[src/rtl/adder_rr_sequencer.sv]
// Round-robin sequencer sharing one 8-bit adder slice among NREQ requesters.
// Operands are added one byte per cycle, LSB first, with a registered carry chain.
module adder_rr_sequencer #(
    parameter int NREQ     = 4,
    parameter int MAXBYTES = 4,
    localparam int W  = 8 * MAXBYTES,
    localparam int LW = (MAXBYTES > 1) ? $clog2(MAXBYTES) : 1,
    localparam int IW = $clog2(NREQ)
) (
    input  logic               clk,
    input  logic               rst,
    input  logic [NREQ-1:0]    req_valid,
    output logic [NREQ-1:0]    req_ready,
    input  logic [NREQ*W-1:0]  req_a,
    input  logic [NREQ*W-1:0]  req_b,
    input  logic [NREQ*LW-1:0] req_len,
    output logic [7:0]         add_a,
    output logic [7:0]         add_b,
    output logic               add_cin,
    input  logic [7:0]         add_sum,
    input  logic               add_cout,
    output logic               rsp_valid,
    input  logic               rsp_ready,
    output logic [IW-1:0]      rsp_id,
    output logic [W-1:0]       rsp_sum,
    output logic               rsp_cout,
    output logic               busy
);

    typedef enum logic [1:0] {
        IDLE = 2'd0,
        RUN  = 2'd1,
        DONE = 2'd2
    } state_t;

    state_t        state;
    state_t        state_nx;
    logic [IW-1:0] last;
    logic [W-1:0]  op_a;
    logic [W-1:0]  op_b;
    logic [LW-1:0] len;
    logic [LW-1:0] k;
    logic          carry;
    logic [IW-1:0] grant;
    logic [IW-1:0] gidx;
    logic          any;

    // Search from the slot after the last winner, wrapping around.
    always_comb begin
        grant = '0;
        gidx  = '0;
        any   = 1'b0;
        for (int j = 1; j <= NREQ; j++) begin
            gidx = IW'((int'(last) + j) % NREQ);
            if (!any && req_valid[gidx]) begin
                any   = 1'b1;
                grant = gidx;
            end
        end
    end

    always_ff @(posedge clk) begin
        if (rst) begin
            state <= IDLE;
        end else begin
            state <= state_nx;
        end
    end

    always_comb begin
        state_nx = state;
        unique case (state)
            IDLE:    if (any) state_nx = RUN;
            RUN:     if (k == len) state_nx = DONE;
            DONE:    if (rsp_ready) state_nx = IDLE;
            default: state_nx = IDLE;
        endcase
    end

    always_comb begin
        req_ready = '0;
        add_a     = '0;
        add_b     = '0;
        add_cin   = 1'b0;
        if (state == IDLE && any) begin
            req_ready[grant] = 1'b1;
        end
        if (state == RUN) begin
            add_a   = op_a[{k, 3'b000} +: 8];
            add_b   = op_b[{k, 3'b000} +: 8];
            add_cin = carry;
        end
    end

    assign rsp_valid = (state == DONE);
    assign busy      = (state != IDLE);

    always_ff @(posedge clk) begin
        if (rst) begin
            last     <= IW'(NREQ - 1);
            op_a     <= '0;
            op_b     <= '0;
            len      <= '0;
            k        <= '0;
            carry    <= 1'b0;
            rsp_id   <= '0;
            rsp_sum  <= '0;
            rsp_cout <= 1'b0;
        end else begin
            unique case (state)
                IDLE: begin
                    if (any) begin
                        op_a    <= req_a[int'(grant)*W +: W];
                        op_b    <= req_b[int'(grant)*W +: W];
                        len     <= req_len[int'(grant)*LW +: LW];
                        last    <= grant;
                        rsp_id  <= grant;
                        rsp_sum <= '0;
                        k       <= '0;
                        carry   <= 1'b0;
                    end
                end
                RUN: begin
                    rsp_sum[{k, 3'b000} +: 8] <= add_sum;
                    carry <= add_cout;
                    k     <= k + LW'(1);
                    if (k == len) begin
                        rsp_cout <= add_cout;
                    end
                end
                default: ;
            endcase
        end
    end

endmodule

[config.mk]
export PLATFORM = sky130hd
export DESIGN_NAME = adder_rr_sequencer
export DESIGN_NICKNAME = d
export VERILOG_FILES = /design/src/rtl/adder_rr_sequencer.sv
export SDC_FILE = /design/constraint.sdc
export NUM_CORES = 1
export LEC_CHECK = 0
export CORE_UTILIZATION = 30
export CTS_CLUSTER_SIZE = 20
export DETAILED_ROUTE_END_ITERATION = 8
export GPL_ROUTABILITY_DRIVEN = 0
export SLEW_MARGIN = 20
export SYNTH_ARGS = -nofsm -noshare
export SYNTH_HDL_FRONTEND = slang
export SYNTH_SLANG_ARGS = --single-unit
export TNS_END_PERCENT = 30
[constraint.sdc]
create_clock -name clk -period 3 [get_ports clk]
set_input_delay 0.3 -clock clk [delete_from_list [all_inputs] [get_ports clk]]
set_output_delay 0.3 -clock clk [all_outputs]
set_load 0.005 [all_outputs]
# Word-level counts from Yosys, hierarchy flattened
# Cells that the tools add are included.
# word_totals
reg_bits,108
latch_bits,0
ramBits,0
mem_bits_ro,0
inputBits,280
memories,0
# classes
n_addsub,6
n_mul,0
div,0
order_cmp,6
n_eq_ne,6
shifts,7
muxes,33
bitwise,0
n_reduce_logical,15
# ops
cell,n
128-bit by 8-bit indexed part select with 32-bit output,2
32-bit case mux with 2 select lines,1
32-bit by 6-bit indexed part select with 8-bit output,2
32-bit bitwise mux,1
32-bit two-way mux,1
8-bit by 7-bit variable shift with 32-bit output (first input constant),1
8-bit by 7-bit indexed part select with 32-bit output,1
2-bit two-way mux,8
8-bit two-way mux,2
2-bit by 3-bit less-than comparator with 1-bit output (second input constant),5
1-bit two-way mux,11
1-bit binary-select mux with 2-bit select,4
8-bit by 4-bit indexed part select with 2-bit output,1
5-bit negator with 7-bit output,1
2-bit by 1-bit adder with 2-bit output (second input constant),3
2-bit case mux with 3 select lines,1
2-bit AND reduction,3
1-bit logical AND,5
2-bit adder (second input constant),2
4-bit two-way mux,1
2-bit != test (second input constant),2
2-bit case mux with 2 select lines,1
2-bit nonzero test,2
1-bit zero test,3
9 further kinds,9

# Depth between registers and ports, before layout
# logic_depth
ltp_word,18
ltp_mapped,9

# Least setup slack after synthesis
# OpenSTA, ideal clock, no wires.
# synth_path
path_kind,reg-to-reg
start,register k[1]
end,register rsp_sum[0]
setup_ps,66
arrival_ps,2245
required_ps,2934
path_slack_ps,689
stages_incl_launch_ff,10
cell_sequence,dfxtp_1 > clkbuf_1 > clkbuf_1 > inv_1 > ha_1 > inv_1 > nand4_1 > nor2_1 > a22oi_1 > nor2_1
# synth_between
elab_chain_len,4
# synth_rtl
item,line,source
"start, declared",42,logic [LW-1:0] k;
"start signal, assigned",126,k <= k + LW'(1);
5-bit negator with 7-bit output *,124,"rsp_sum[{k, 3'b000} +: 8] <= add_sum;"
8-bit by 7-bit indexed part select with 32-bit output / 8-bit by 7-bit variable shift with 32-bit output (equally long branches),124,
32-bit bitwise mux *,124,
32-bit case mux with 2 select lines *,110,unique case (state)
"end signal, assigned by index",124,
"end, declared",25,"output logic [W-1:0] rsp_sum,"
# Every way passes the cells marked *; elsewhere a longest branch is shown, timed or not.
# A chain may end at the register's enable or synchronous reset.

# Worst setup path in the final report
# layout_path
start,input port req_valid[3]
end,output port req_ready[3]
# layout_between
elab_chain_len,17
# layout_rtl
item,line,source
"start, declared",12,"input logic [NREQ-1:0] req_valid,"
1-bit binary-select mux with 2-bit select,55,if (!any && req_valid[gidx]) begin
1-bit two-way mux (implied by the code),55,
1-bit two-way mux,55,
1-bit zero test,55,
1-bit logical AND,55,
1-bit two-way mux,55,
1-bit zero test,55,
1-bit logical AND,55,
1-bit two-way mux,55,
1-bit zero test,55,
1-bit logical AND,55,
2-bit two-way mux,55,
2-bit by 3-bit less-than comparator with 1-bit output (implied by the code) / 2-bit by 1-bit greater-or-equal comparator with 1-bit output (equally long branches),86,req_ready[grant] = 1'b1;
1-bit logical AND (implied by the code),86,
1-bit two-way mux (implied by the code),86,
1-bit demux with 2-bit select,86,
4-bit two-way mux *,85,if (state == IDLE && any) begin
"end, declared",13,"output logic [NREQ-1:0] req_ready,"
# Every way passes the cells marked *; elsewhere a longest branch is shown, timed or not. The select of a mux whose other input is x is not followed.

==> results.md <==
- PostCTS Resize Cnt: 0
- VDD IR max: roughly 0.36 mV
- Synth top area share: ~32%
- Final setup viols: 0
- Count of state elements after synthesis: about 110
- Slew headroom: between 40% and 50%
- Fin util: approximately 50%
- Die width: 152 µm
- PwrDens: 698 nW/µm²
- Vias: approximately 7500
- 1st-iter DRT viols: around 450
- Yosys top cell by area: dfxtp_1
- Syn Nets: between 1000 and 1500
- Multi-input logic area: 4220 µm²
- WL met3: about 2.2 mm
- Final critical-path required period: around 2800 ps
- Post-DP HPWL: 21.2 mm
- Layout overhead on the synthesized area: 59.0%
- Pleak: 3.91 nW
- Global-route wire length before repair: between 40 and 50 mm
- Crit Path Category: in2out
- Largest net degree at the start of global routing: between 60 and 70
- Yosys cell types: 37
- Hold Crit Start: rst
- Reg-to-Reg End: rsp_sum[24]$_SDFFE_PP0P_
- Fin. Hold Viols: 0
- Worst-Skew Late Latency: between 300 and 400 ps
- Clk root buf: clkbuf_16
- GRT overflow: 0
- Worst path required time: about 2700 ps
- Synth Instances: slightly below 800
- Overall routing resource usage: around a quarter
- M1 WL: about 13 mm
- Nets: 1338
- Core Area: 21900 µm²
- Clk_skew: between 5 and 6 ps
- Worst-case reg-to-reg path depth: 7
- DP Worst Slack: roughly 200 ps
- Worst-margin pin slew: ~830 ps
- Clk sink count: 108
- Io pins: ~340
- Final Max Slew Viols: 0
- CP Launch Type: primary input
- Max-cap viol count: 0
- CTS Buf Count: 9
- Status: finished, final reports clean
- Die Span Y: between 150 and 200 µm
- Nature of the critical path endpoint: output port
- Fin cells: roughly 1300
- Vias in the first global route: around 7500
- Sequential cell area: 2160 µm²
- Setup WS post-layout: approximately 170 ps
- Synth warn: 0
- Crit path DAT: 2530 ps
- RR Startpoint: k[0]$_SDFFE_PP0P_
- Minimum hold slack: ~400 ps
- Vias per inst: 5.58
- Final wirelength: roughly 30 mm
- Top Layer Used: met5
- Initial antenna violation count: 3
- WHS Endpoint: state[0]$_SDFFE_PP0P_
- H-tree depth: 3
- Row Count: 54
- Post-CTS Setup Inserts: 0
- CTS tree: built
- Mapped Area: just under 7000 µm²
- TNS Setup: 0 ps
- Die area: approximately 23000 µm²
- Max clock buf depth: 2
- Starting Density: just over 30%
- Synth top area cells: dfxtp_1 32%, mux2i_1 10%, a211o_1 8.6%
- Placed cells: ~1300
- Worst Hold Class: in2reg
- Final ANT Viol Nets: 0
- First-pass DRT Iterations: 5
- Syn avg cell area: between 8 and 9 µm²
- PortBufs: roughly 340
- CTS clk-pin slew, worst paths: about 70 ps
- CTS Hold Bufs: 0
- CP Max Fanout: 4
- Hold Path Depth: 2
- Post-detailed-route wirelength per cell: about 22 µm
- Final period utilization: a little over nine tenths
- R2R Setup Slk: ~660 ps
- Layout cells sized above 1: just under 7%
- Unrepaired setup endpoints after global routing: no
- Sequential area share after synthesis: between 30% and 40%
- DRC Markers: 0
- Met2 wire len: 14.7 mm
- FMAX: ~0.35 GHz
- Fill cell count: between 2000 and 2500
## layout by cell type, fill, tap and decap left out, types with 2 or more instances in the layout
| master | count |
|---|---|
| o21ai_1 | 4 |
| xnor2_1 | 2 |
| nor2b_1 | 19 |
| nand4_1 | 67 |
| mux2i_1 | 67 |
| o21ai_4 | 2 |
| a211o_1 | 66 |
| o31ai_1 | 66 |
| clkdlybuf4s50_1 | 336 |
| o211ai_1 | 66 |
| inv_6 | 3 |
| ha_1 | 5 |
| mux4_2 | 16 |
| clkinv_4 | 2 |
| nand2b_1 | 3 |
| nand3_1 | 4 |
| nand2_1 | 72 |
| inv_1 | 5 |
| a21oi_1 | 6 |
| nor2_1 | 49 |
| buf_4 | 19 |
| buf_12 | 7 |
| or2_2 | 4 |
| and4_1 | 3 |
| dfxtp_1 | 107 |
| a22oi_1 | 32 |
| clkbuf_16 | 9 |
## worst max-delay path, cell delays in order
cell             delay [ps]
clkdlybuf4s50_1         480
nor2b_1                 370
o221ai_1                240
or2_2                   350
nor2_1                  230
clkdlybuf4s50_1         550
## sequential cells by signal, summed over array words and instances (netlist names)
register	count
state	2
k	2
op_b	32
rsp_id	2
rsp_cout	1
last	2
carry	1
op_a	32
rsp_sum	32
len	2
## power breakdown
group / internal (mW) / switching (mW)
Sequential: 1.94 / 0.438
Clock: 0.661 / 0.603
Combinational: 1.80 / 2.02
Total: 4.41 / 3.06
## layout make-up
cell class	count	area share [%]
Timing Repair Buffer	362	34.1
Sequential cell	108	20.2
Clock buffer	9	2.10
Multi-Input combinational cell	567	39.4
Clock inverter	7	0.760
Tap cell	280	3.27
Antenna cell	1	0.0234
Inverter	5	0.175
## per-layer routing
layer  track usage [%]  up-vias
li1                  -     3560
met4              6.24        2
met5                 0        -
met1              32.1     3602
met3              6.38       30
met2              44.7      281
## cell usage after synthesis (all sizes together)
library cell and number:
o211ai 66, a22oi 32, o21a 2, o21ai 7
a21oi 7, clkbuf 61, nand4 67, nand2 72
a21o 1, mux2i 67, nor2b 19, nor2 50
mux4 16, inv 5, mux2 1, and2 1
nand2b 3, o21bai 1, xnor2 2, ha 5
and4 3, a211o 66, nor3 2, or2 5
nor4 1, dfxtp 108, o221ai 1, o31ai 66
nand3 4, buf 31
## how the worst max path moves through the flow
| stage | slack [ps] | from | depth (start not counted) | to |
|---|---|---|---|---|
| final | 170 | req_valid[3] | 6 | req_ready[3] |
| after global routing | 100 | req_valid[3] | 6 | req_ready[3] |
| after CTS | 150 | req_valid[3] | 6 | req_ready[3] |
| after detailed placement | 200 | req_valid[3] | 6 | req_ready[3] |
| after global placement | 210 | req_valid[3] | 6 | req_ready[3] |
| after floorplan | 690 | k[1]$_SDFFE_PP0P_ | 9 | rsp_sum[0]$_SDFFE_PP0P_ |
## cells by family (layout without fill, tap and decap cells)
| group | count (synthesis) | in the layout | synth area share (%) |
|---|---|---|---|
| xor+xnor | 2 | 2 | 0.260 |
| mux | 84 | 84 | 15.5 |
| other cells | 0 | 1 | 0 |
| flops | 108 | 108 | 32.1 |
| fa+ha+maj | 5 | 5 | 0.929 |
| compound gates | 249 | 249 | 28.6 |
| buf+inv | 97 | 383 | 6.02 |
| simple gates | 227 | 227 | 16.6 |
## per-stage QoR
| stage | power [mW] | instance area [µm²] |
|---|---|---|
| final | 7.47 | 10700 |
| after global routing | 7.94 | 10700 |
| after CTS | 7.54 | 10700 |
| after detailed placement | 6.26 | 10400 |
| after global placement | 6.22 | 10400 |
| after floorplan | 4.55 | 6730 |
Power figures use the tool's default switching activity.
